--- config.mk ---
export PLATFORM = sky130hd
export DESIGN_NAME = tpx3_rx_fifo_arbiter_flat
export DESIGN_NICKNAME = d
export VERILOG_FILES = /design/src/rtl/tpx3_rx_fifo_arbiter_if.sv /design/src/rtl/tpx3_rx_fifo_arbiter.sv /design/src/flat_wrapper.sv
export SDC_FILE = /design/constraint.sdc
export NUM_CORES = 1
export LEC_CHECK = 0
export ABC_CLOCK_PERIOD_IN_PS = 2000
export CAP_MARGIN = 0
export CORE_ASPECT_RATIO = 1.2
export CORE_MARGIN = 1.5
export CORE_UTILIZATION = 35
export CTS_BUF_LIST = sky130_fd_sc_hd__clkbuf_4
export DETAILED_ROUTE_END_ITERATION = 6
export PLACE_DENSITY = 0.76
export SYNTH_ARGS = -nofsm -noshare
export SYNTH_HDL_FRONTEND = slang
export SYNTH_SLANG_ARGS = --single-unit
--- constraint.sdc ---
create_clock -name BUS_CLK -period 2 [get_ports BUS_CLK]
set_input_delay 0.2 -clock BUS_CLK [delete_from_list [all_inputs] [get_ports BUS_CLK]]
set_output_delay 0.2 -clock BUS_CLK [all_outputs]
set_load 0.05 [all_outputs]
--- src/rtl/tpx3_rx_fifo_arbiter_if.sv ---
// Bus bundle between the tpx3_rx channel FIFOs, the round-robin arbiter and the readout FIFO.
// Signal names match the system-level port names of the arbiter.
interface tpx3_rx_fifo_arbiter_if #(
    parameter int unsigned N_CH = 4,
    parameter int unsigned CHW  = 2
);
    logic [N_CH-1:0]    CH_ENABLE;
    logic [N_CH-1:0]    CH_FIFO_EMPTY;
    logic [32*N_CH-1:0] CH_FIFO_DATA;
    logic [N_CH-1:0]    CH_FIFO_READ;
    logic               OUT_EMPTY;
    logic [31:0]        OUT_DATA;
    logic [CHW-1:0]     OUT_CH;
    logic               OUT_READ;
    logic               BUSY;

    modport master (
        input  CH_ENABLE, CH_FIFO_EMPTY, CH_FIFO_DATA, OUT_READ,
        output CH_FIFO_READ, OUT_EMPTY, OUT_DATA, OUT_CH, BUSY
    );

    modport slave (
        output CH_ENABLE, CH_FIFO_EMPTY, CH_FIFO_DATA, OUT_READ,
        input  CH_FIFO_READ, OUT_EMPTY, OUT_DATA, OUT_CH, BUSY
    );
endinterface

--- src/rtl/tpx3_rx_fifo_arbiter.sv ---
// Round-robin merge of N tpx3_rx FWFT channel FIFOs into one FWFT output stream,
// one channel per grant, bursts bounded by MAX_BURST, with downstream backpressure.
module tpx3_rx_fifo_arbiter #(
    parameter int unsigned N_CH      = 4,
    parameter int unsigned MAX_BURST = 16,
    parameter int unsigned CHW       = 2
) (
    input  logic                   BUS_CLK,
    input  logic                   BUS_RST,
    tpx3_rx_fifo_arbiter_if.master bus
);
    localparam int unsigned DW   = 32;
    localparam int unsigned CNTW = $clog2(MAX_BURST) + 1;

    typedef enum logic {ARB, XFER} state_e;

    state_e          state_q;
    logic [CHW-1:0]  grant_q;
    logic [CHW-1:0]  rr_ptr_q;
    logic [CNTW-1:0] burst_cnt_q;
    logic            out_valid_q;
    logic [DW-1:0]   out_data_q;
    logic [CHW-1:0]  out_ch_q;

    logic [N_CH-1:0] req;
    logic [DW-1:0]   ch_word [N_CH];
    logic [CHW-1:0]  grant_d;
    logic            req_any;
    logic            gnt_ok;
    logic            load;
    logic            burst_last;
    logic [CHW-1:0]  rr_ptr_d;
    logic [N_CH-1:0] rd;
    int unsigned     idx;

    assign req = bus.CH_ENABLE & ~bus.CH_FIFO_EMPTY;

    always_comb begin
        for (int unsigned i = 0; i < N_CH; i++) begin
            ch_word[i] = bus.CH_FIFO_DATA[i*DW +: DW];
        end
    end

    // First requester at or after rr_ptr, wrapping modulo N_CH
    always_comb begin
        grant_d = rr_ptr_q;
        req_any = 1'b0;
        idx     = 0;
        for (int unsigned k = 0; k < N_CH; k++) begin
            idx = (32'(rr_ptr_q) + k) % N_CH;
            if (req[CHW'(idx)] && !req_any) begin
                grant_d = CHW'(idx);
                req_any = 1'b1;
            end
        end
    end

    assign gnt_ok     = bus.CH_ENABLE[grant_q] & ~bus.CH_FIFO_EMPTY[grant_q];
    assign load       = (state_q == XFER) && gnt_ok && (!out_valid_q || bus.OUT_READ);
    assign burst_last = (burst_cnt_q == CNTW'(MAX_BURST - 1));
    assign rr_ptr_d   = (grant_q == CHW'(N_CH - 1)) ? '0 : CHW'(grant_q + 1'b1);

    always_comb begin
        rd = '0;
        for (int unsigned i = 0; i < N_CH; i++) begin
            rd[i] = load && (grant_q == CHW'(i));
        end
    end

    assign bus.CH_FIFO_READ = rd;
    assign bus.OUT_EMPTY    = ~out_valid_q;
    assign bus.OUT_DATA     = out_data_q;
    assign bus.OUT_CH       = out_ch_q;
    assign bus.BUSY         = (state_q == XFER);

    // A reset drops any word held in the output register; upstream FIFOs are left as they are
    always_ff @(posedge BUS_CLK or posedge BUS_RST) begin
        if (BUS_RST) begin
            state_q     <= ARB;
            grant_q     <= '0;
            rr_ptr_q    <= '0;
            burst_cnt_q <= '0;
            out_valid_q <= 1'b0;
            out_data_q  <= '0;
            out_ch_q    <= '0;
        end else begin
            if (load) begin
                out_data_q  <= ch_word[grant_q];
                out_ch_q    <= grant_q;
                out_valid_q <= 1'b1;
                burst_cnt_q <= burst_cnt_q + CNTW'(1);
            end else if (bus.OUT_READ) begin
                out_valid_q <= 1'b0;
            end

            case (state_q)
                ARB: begin
                    if (req_any) begin
                        grant_q     <= grant_d;
                        burst_cnt_q <= '0;
                        state_q     <= XFER;
                    end
                end
                XFER: begin
                    // A backpressure stall keeps the grant; only burst end or a dry/disabled channel ends it
                    if ((load && burst_last) || !gnt_ok) begin
                        state_q  <= ARB;
                        rr_ptr_q <= rr_ptr_d;
                    end
                end
                default: state_q <= ARB;
            endcase
        end
    end
endmodule

--- src/flat_wrapper.sv ---
// flat-port wrapper written by rule: the top's interface ports become plain ports
module tpx3_rx_fifo_arbiter_flat 
#(
    parameter int unsigned N_CH      = 4,
    parameter int unsigned MAX_BURST = 16,
    parameter int unsigned CHW       = 2
)
  (BUS_CLK, BUS_RST, bus_CH_ENABLE, bus_CH_FIFO_EMPTY, bus_CH_FIFO_DATA, bus_OUT_READ, bus_CH_FIFO_READ, bus_OUT_EMPTY, bus_OUT_DATA, bus_OUT_CH, bus_BUSY);
  tpx3_rx_fifo_arbiter_if #(.N_CH(N_CH), .CHW(CHW)) bus_i ();
  input  logic BUS_CLK;
  input  logic BUS_RST;
  input wire logic [$bits(bus_i.CH_ENABLE)-1:0] bus_CH_ENABLE;
  input wire logic [$bits(bus_i.CH_FIFO_EMPTY)-1:0] bus_CH_FIFO_EMPTY;
  input wire logic [$bits(bus_i.CH_FIFO_DATA)-1:0] bus_CH_FIFO_DATA;
  input wire logic [$bits(bus_i.OUT_READ)-1:0] bus_OUT_READ;
  output wire logic [$bits(bus_i.CH_FIFO_READ)-1:0] bus_CH_FIFO_READ;
  output wire logic [$bits(bus_i.OUT_EMPTY)-1:0] bus_OUT_EMPTY;
  output wire logic [$bits(bus_i.OUT_DATA)-1:0] bus_OUT_DATA;
  output wire logic [$bits(bus_i.OUT_CH)-1:0] bus_OUT_CH;
  output wire logic [$bits(bus_i.BUSY)-1:0] bus_BUSY;
  assign bus_i.CH_ENABLE = bus_CH_ENABLE;
  assign bus_i.CH_FIFO_EMPTY = bus_CH_FIFO_EMPTY;
  assign bus_i.CH_FIFO_DATA = bus_CH_FIFO_DATA;
  assign bus_i.OUT_READ = bus_OUT_READ;
  assign bus_CH_FIFO_READ = bus_i.CH_FIFO_READ;
  assign bus_OUT_EMPTY = bus_i.OUT_EMPTY;
  assign bus_OUT_DATA = bus_i.OUT_DATA;
  assign bus_OUT_CH = bus_i.OUT_CH;
  assign bus_BUSY = bus_i.BUSY;
  tpx3_rx_fifo_arbiter #(.N_CH(N_CH), .MAX_BURST(MAX_BURST), .CHW(CHW)) u_core (.BUS_CLK(BUS_CLK), .BUS_RST(BUS_RST), .bus(bus_i));
endmodule
==> flow_summary.ini <==
[run_status]
status = complete, but fails checks
failed_checks = setup timing

[detailed_routing]
drc = 0
drt-wirelength-per-cell_um = 17.19
drt-pass1-iter-count = 4
first_iter_violations = 58
dr_total_vias = 2832
drt.antenna.violating_nets = 0
totalWireLength_um = 9469
viasPerCell = 5.140

[clock_network]
cts_root_buffer = sky130_fd_sc_hd__clkbuf_4
cts-root-to-sink-buffers = 2
cts.htree.levels = 2
number_of_hold_buffers_added_after_cts = 0
worst_setup_hold_path_clk_slew_ns = 0.13
sinks_on_the_clock_net = 45
cts_tree = done
cts_made_buffers = 5
source_to_sink_clock_delay_at_the_later_pin_of_the_worst_skew_pair_ns = 0.35

[global_route]
grt_pass1_vias = 2861
grt_pass1_wl_um = 14240
gr-total-overflow = 0
grt.total_usage = 0.2062
grt_start_max_net_pins = 27
grt_antenna_before_repair = 0

[timing]
finalSetupViolCount = 4
rsz_0062_raised_after_global_routing = true
final_period_minus_worst_setup_slack_ns = 2.015
final_hold_viol_count = 0
share_of_the_clock_period_used_by_the_worst_path_after_layout = 1.008
finalMaxSlewViolations = 0
post-route-worst-setup-slack_ns = -0.01541
peak_clock_frequency_supported_by_timing_mhz = 496.2
skew_ns = 0.006426
relSlewSlack = 0.6456
worstMarginPinSlew_ns = 0.5299

[power_and_ir_drop]
vdd_ir_drop_max_mv = 0.7282
total_leakage_power_nw = 2.108
cell_pwr_density_nw_per_um2 = 1339

[synthesis]
yosys-top-cells-area = sky130_fd_sc_hd__dfrtp_1, sky130_fd_sc_hd__mux2i_1, sky130_fd_sc_hd__mux4_2
synth_sequential_area_ratio = 0.3830
synth_seq_cells = 45
synth_largest_type_area_fraction = 0.3830
average_size_of_a_mapped_cell_um2 = 12.35
syn-cell-area_um2 = 2940
post_synth_num_cell_types = 36
synthCells = 238
synth_warnings = 0
nets_in_the_synthesized_netlist = 383
netlist.top_cell.by_area = sky130_fd_sc_hd__dfrtp_1

[placement]
port_buffers = 178
dp_worst_setup_slack_ns = -0.1338
dpl.hpwl_um = 7487
placedCellCount = 539
place_congestion = 0.7652

[setup_path]
cp_data_required_time_ns = 1.80
worstSetupStartpointType = register
critical_path.max_stage_delay_ns = 0.52
critical_path.endpoint_type = output pin
criticalPathCategory = register to output pin
timing.critical_path.arrival_ns = 1.82
timing.critical_path.fanout_max = 5
cp_cell_instances = buf_12, mux4_2, and3_4, buf_6
critical_path.slowest_cell = sky130_fd_sc_hd__dfrtp_4

[floorplan]
row_count = 36
dieArea_um2 = 8962
die_h_um = 103.4
die_width_um = 86.67
initial_core_util = 0.3607
design.core.area_um2 = 8153
num_io_pins = 179

[cells_and_area]
share_of_post_route_cells_with_drive_strength_above_1 = 0.2037
most_used_cells_in_the_layout_excluding_fill_and_tap_cells = sky130_fd_sc_hd__clkdlybuf4s50_1, sky130_fd_sc_hd__dfrtp_1, sky130_fd_sc_hd__mux2i_1
num_antenna_cells = 0
final_common_cell = sky130_fd_sc_hd__clkdlybuf4s50_1
area_growth_pct = 75.45
layoutNonFillerInstCount = 551
finalNetCount = 581

[worst_hold_path]
hold_path.class = primary input to async pin

[run]
max_cap_viol_count = 0
==> synthesized netlist by cell type (all sizes together) <==
cell,number
a21oi,3
o21a,1
ha,6
clkbuf,3
nand2b,5
o31ai,3
o22ai,1
dfrtp,45
o21ai,29
a22oi,1
buf,14
o41ai,1
mux2,16
o221ai,18
o31a,1
mux4,16
nand2,4
nand3,5
o211ai,4
nor2b,2
nor2,4
a32o,1
and2,2
inv,7
and3,6
and2b,2
mux2i,38
==> metrics by stage <==
stage | cell area [um^2] | utilization | hold slack [ns] | power (mW) | setup TNS, ns
after global routing | 5159 | 0.6328 | 0.2385 | 7.281 | -0.2753
after CTS | 5145 | 0.6311 | 0.1925 | 6.944 | -0.1439
after floorplan | 2940 | - | 0.4091 | 4.643 | 0
final | 5159 | 0.6328 | 0.1854 | 6.909 | -0.04753
after global placement | 4984 | 0.6113 | 0.4620 | 6.160 | -1.415
after detailed placement | 4984 | 0.6113 | 0.4828 | 6.233 | -2.373
==> area by class of cell <==
cell class                 count  area (um^2)
tap                          114        142.6
timing repair buffer         208         2093
sequential                    45         1130
multi-input combinational    169         1688
inverter                       7        26.28
clock buffer                   6        45.04
clock inverter                 2        33.78
fill                         673         2994
==> worst max-delay path, delay by kind of cell (launching register included) <==
family | cells | cell delay, ns
and+or+nand+nor | 1 | 0.19
muxes | 1 | 0.48
buffers and inverters | 2 | 0.28
DFF | 1 | 0.52
==> metal layers <==
layer	GRT usage	up-vias	part of all wire
li1	-	1329	-
met1	0.2331	1379	0.37
met2	0.4050	120	0.55
met3	0.04286	4	0.074
met4	0.02978	0	0.0037
met5	0	-	0
==> cells by family after synthesis <==
| group | Yosys count | synth area share |
|---|---|---|
| simple gates | 30 | 0.06893 |
| mux | 70 | 0.3234 |
| compound gates | 63 | 0.1494 |
| fa+ha+maj | 6 | 0.02553 |
| buf+inv | 24 | 0.04979 |
| flops | 45 | 0.3830 |
==> path summary, 6_finish.rpt <==
kind / slack (ns) / startpoint / end / cells past startpoint
worst max-delay path: -0.02 / u_core.grant_q[0] / bus_CH_FIFO_READ[0] / 4
min in group BUS_CLK: 0.51 / u_core.burst_cnt_q[3] / u_core.burst_cnt_q[3] / 1
max in group asynchronous: 1.31 / BUS_RST / u_core.bus.OUT_DATA[31] / 3
worst min register to register: 0.51 / u_core.burst_cnt_q[3] / u_core.burst_cnt_q[3] / 1
worst min-delay path: 0.19 / BUS_RST / u_core.bus.OUT_DATA[7] / 2
worst max register to register: 0.04 / u_core.grant_q[0] / u_core.bus.OUT_DATA[23] / 5
==> where the power goes <==
| group | leakage (nW) | switching, mW | internal (mW) |
|---|---|---|---|
| registers | 0.555 | 0.257 | 1.32 |
| clock network | 0.0433 | 0.282 | 0.274 |
| logic | 1.51 | 2.65 | 2.12 |
==> repair_timing <==
action / CTS / global route
resized for setup: 9 / 3
pin swaps: 4 / 0
setup buffers: 2 / 1
gates cloned: 1 / 0
endpoints found under the setup margin: 4 / 12
==> registers in the layout (all words and copies together), names as in the netlist <==
signal and flops:
u_core.out_valid_q 1, u_core.bus.OUT_DATA 32, u_core.rr_ptr_q 2, u_core.grant_q 2, u_core.burst_cnt_q 5, u_core.bus.BUSY 1, u_core.bus.OUT_CH 2
Note: power is estimated with default switching activity, not from simulation.
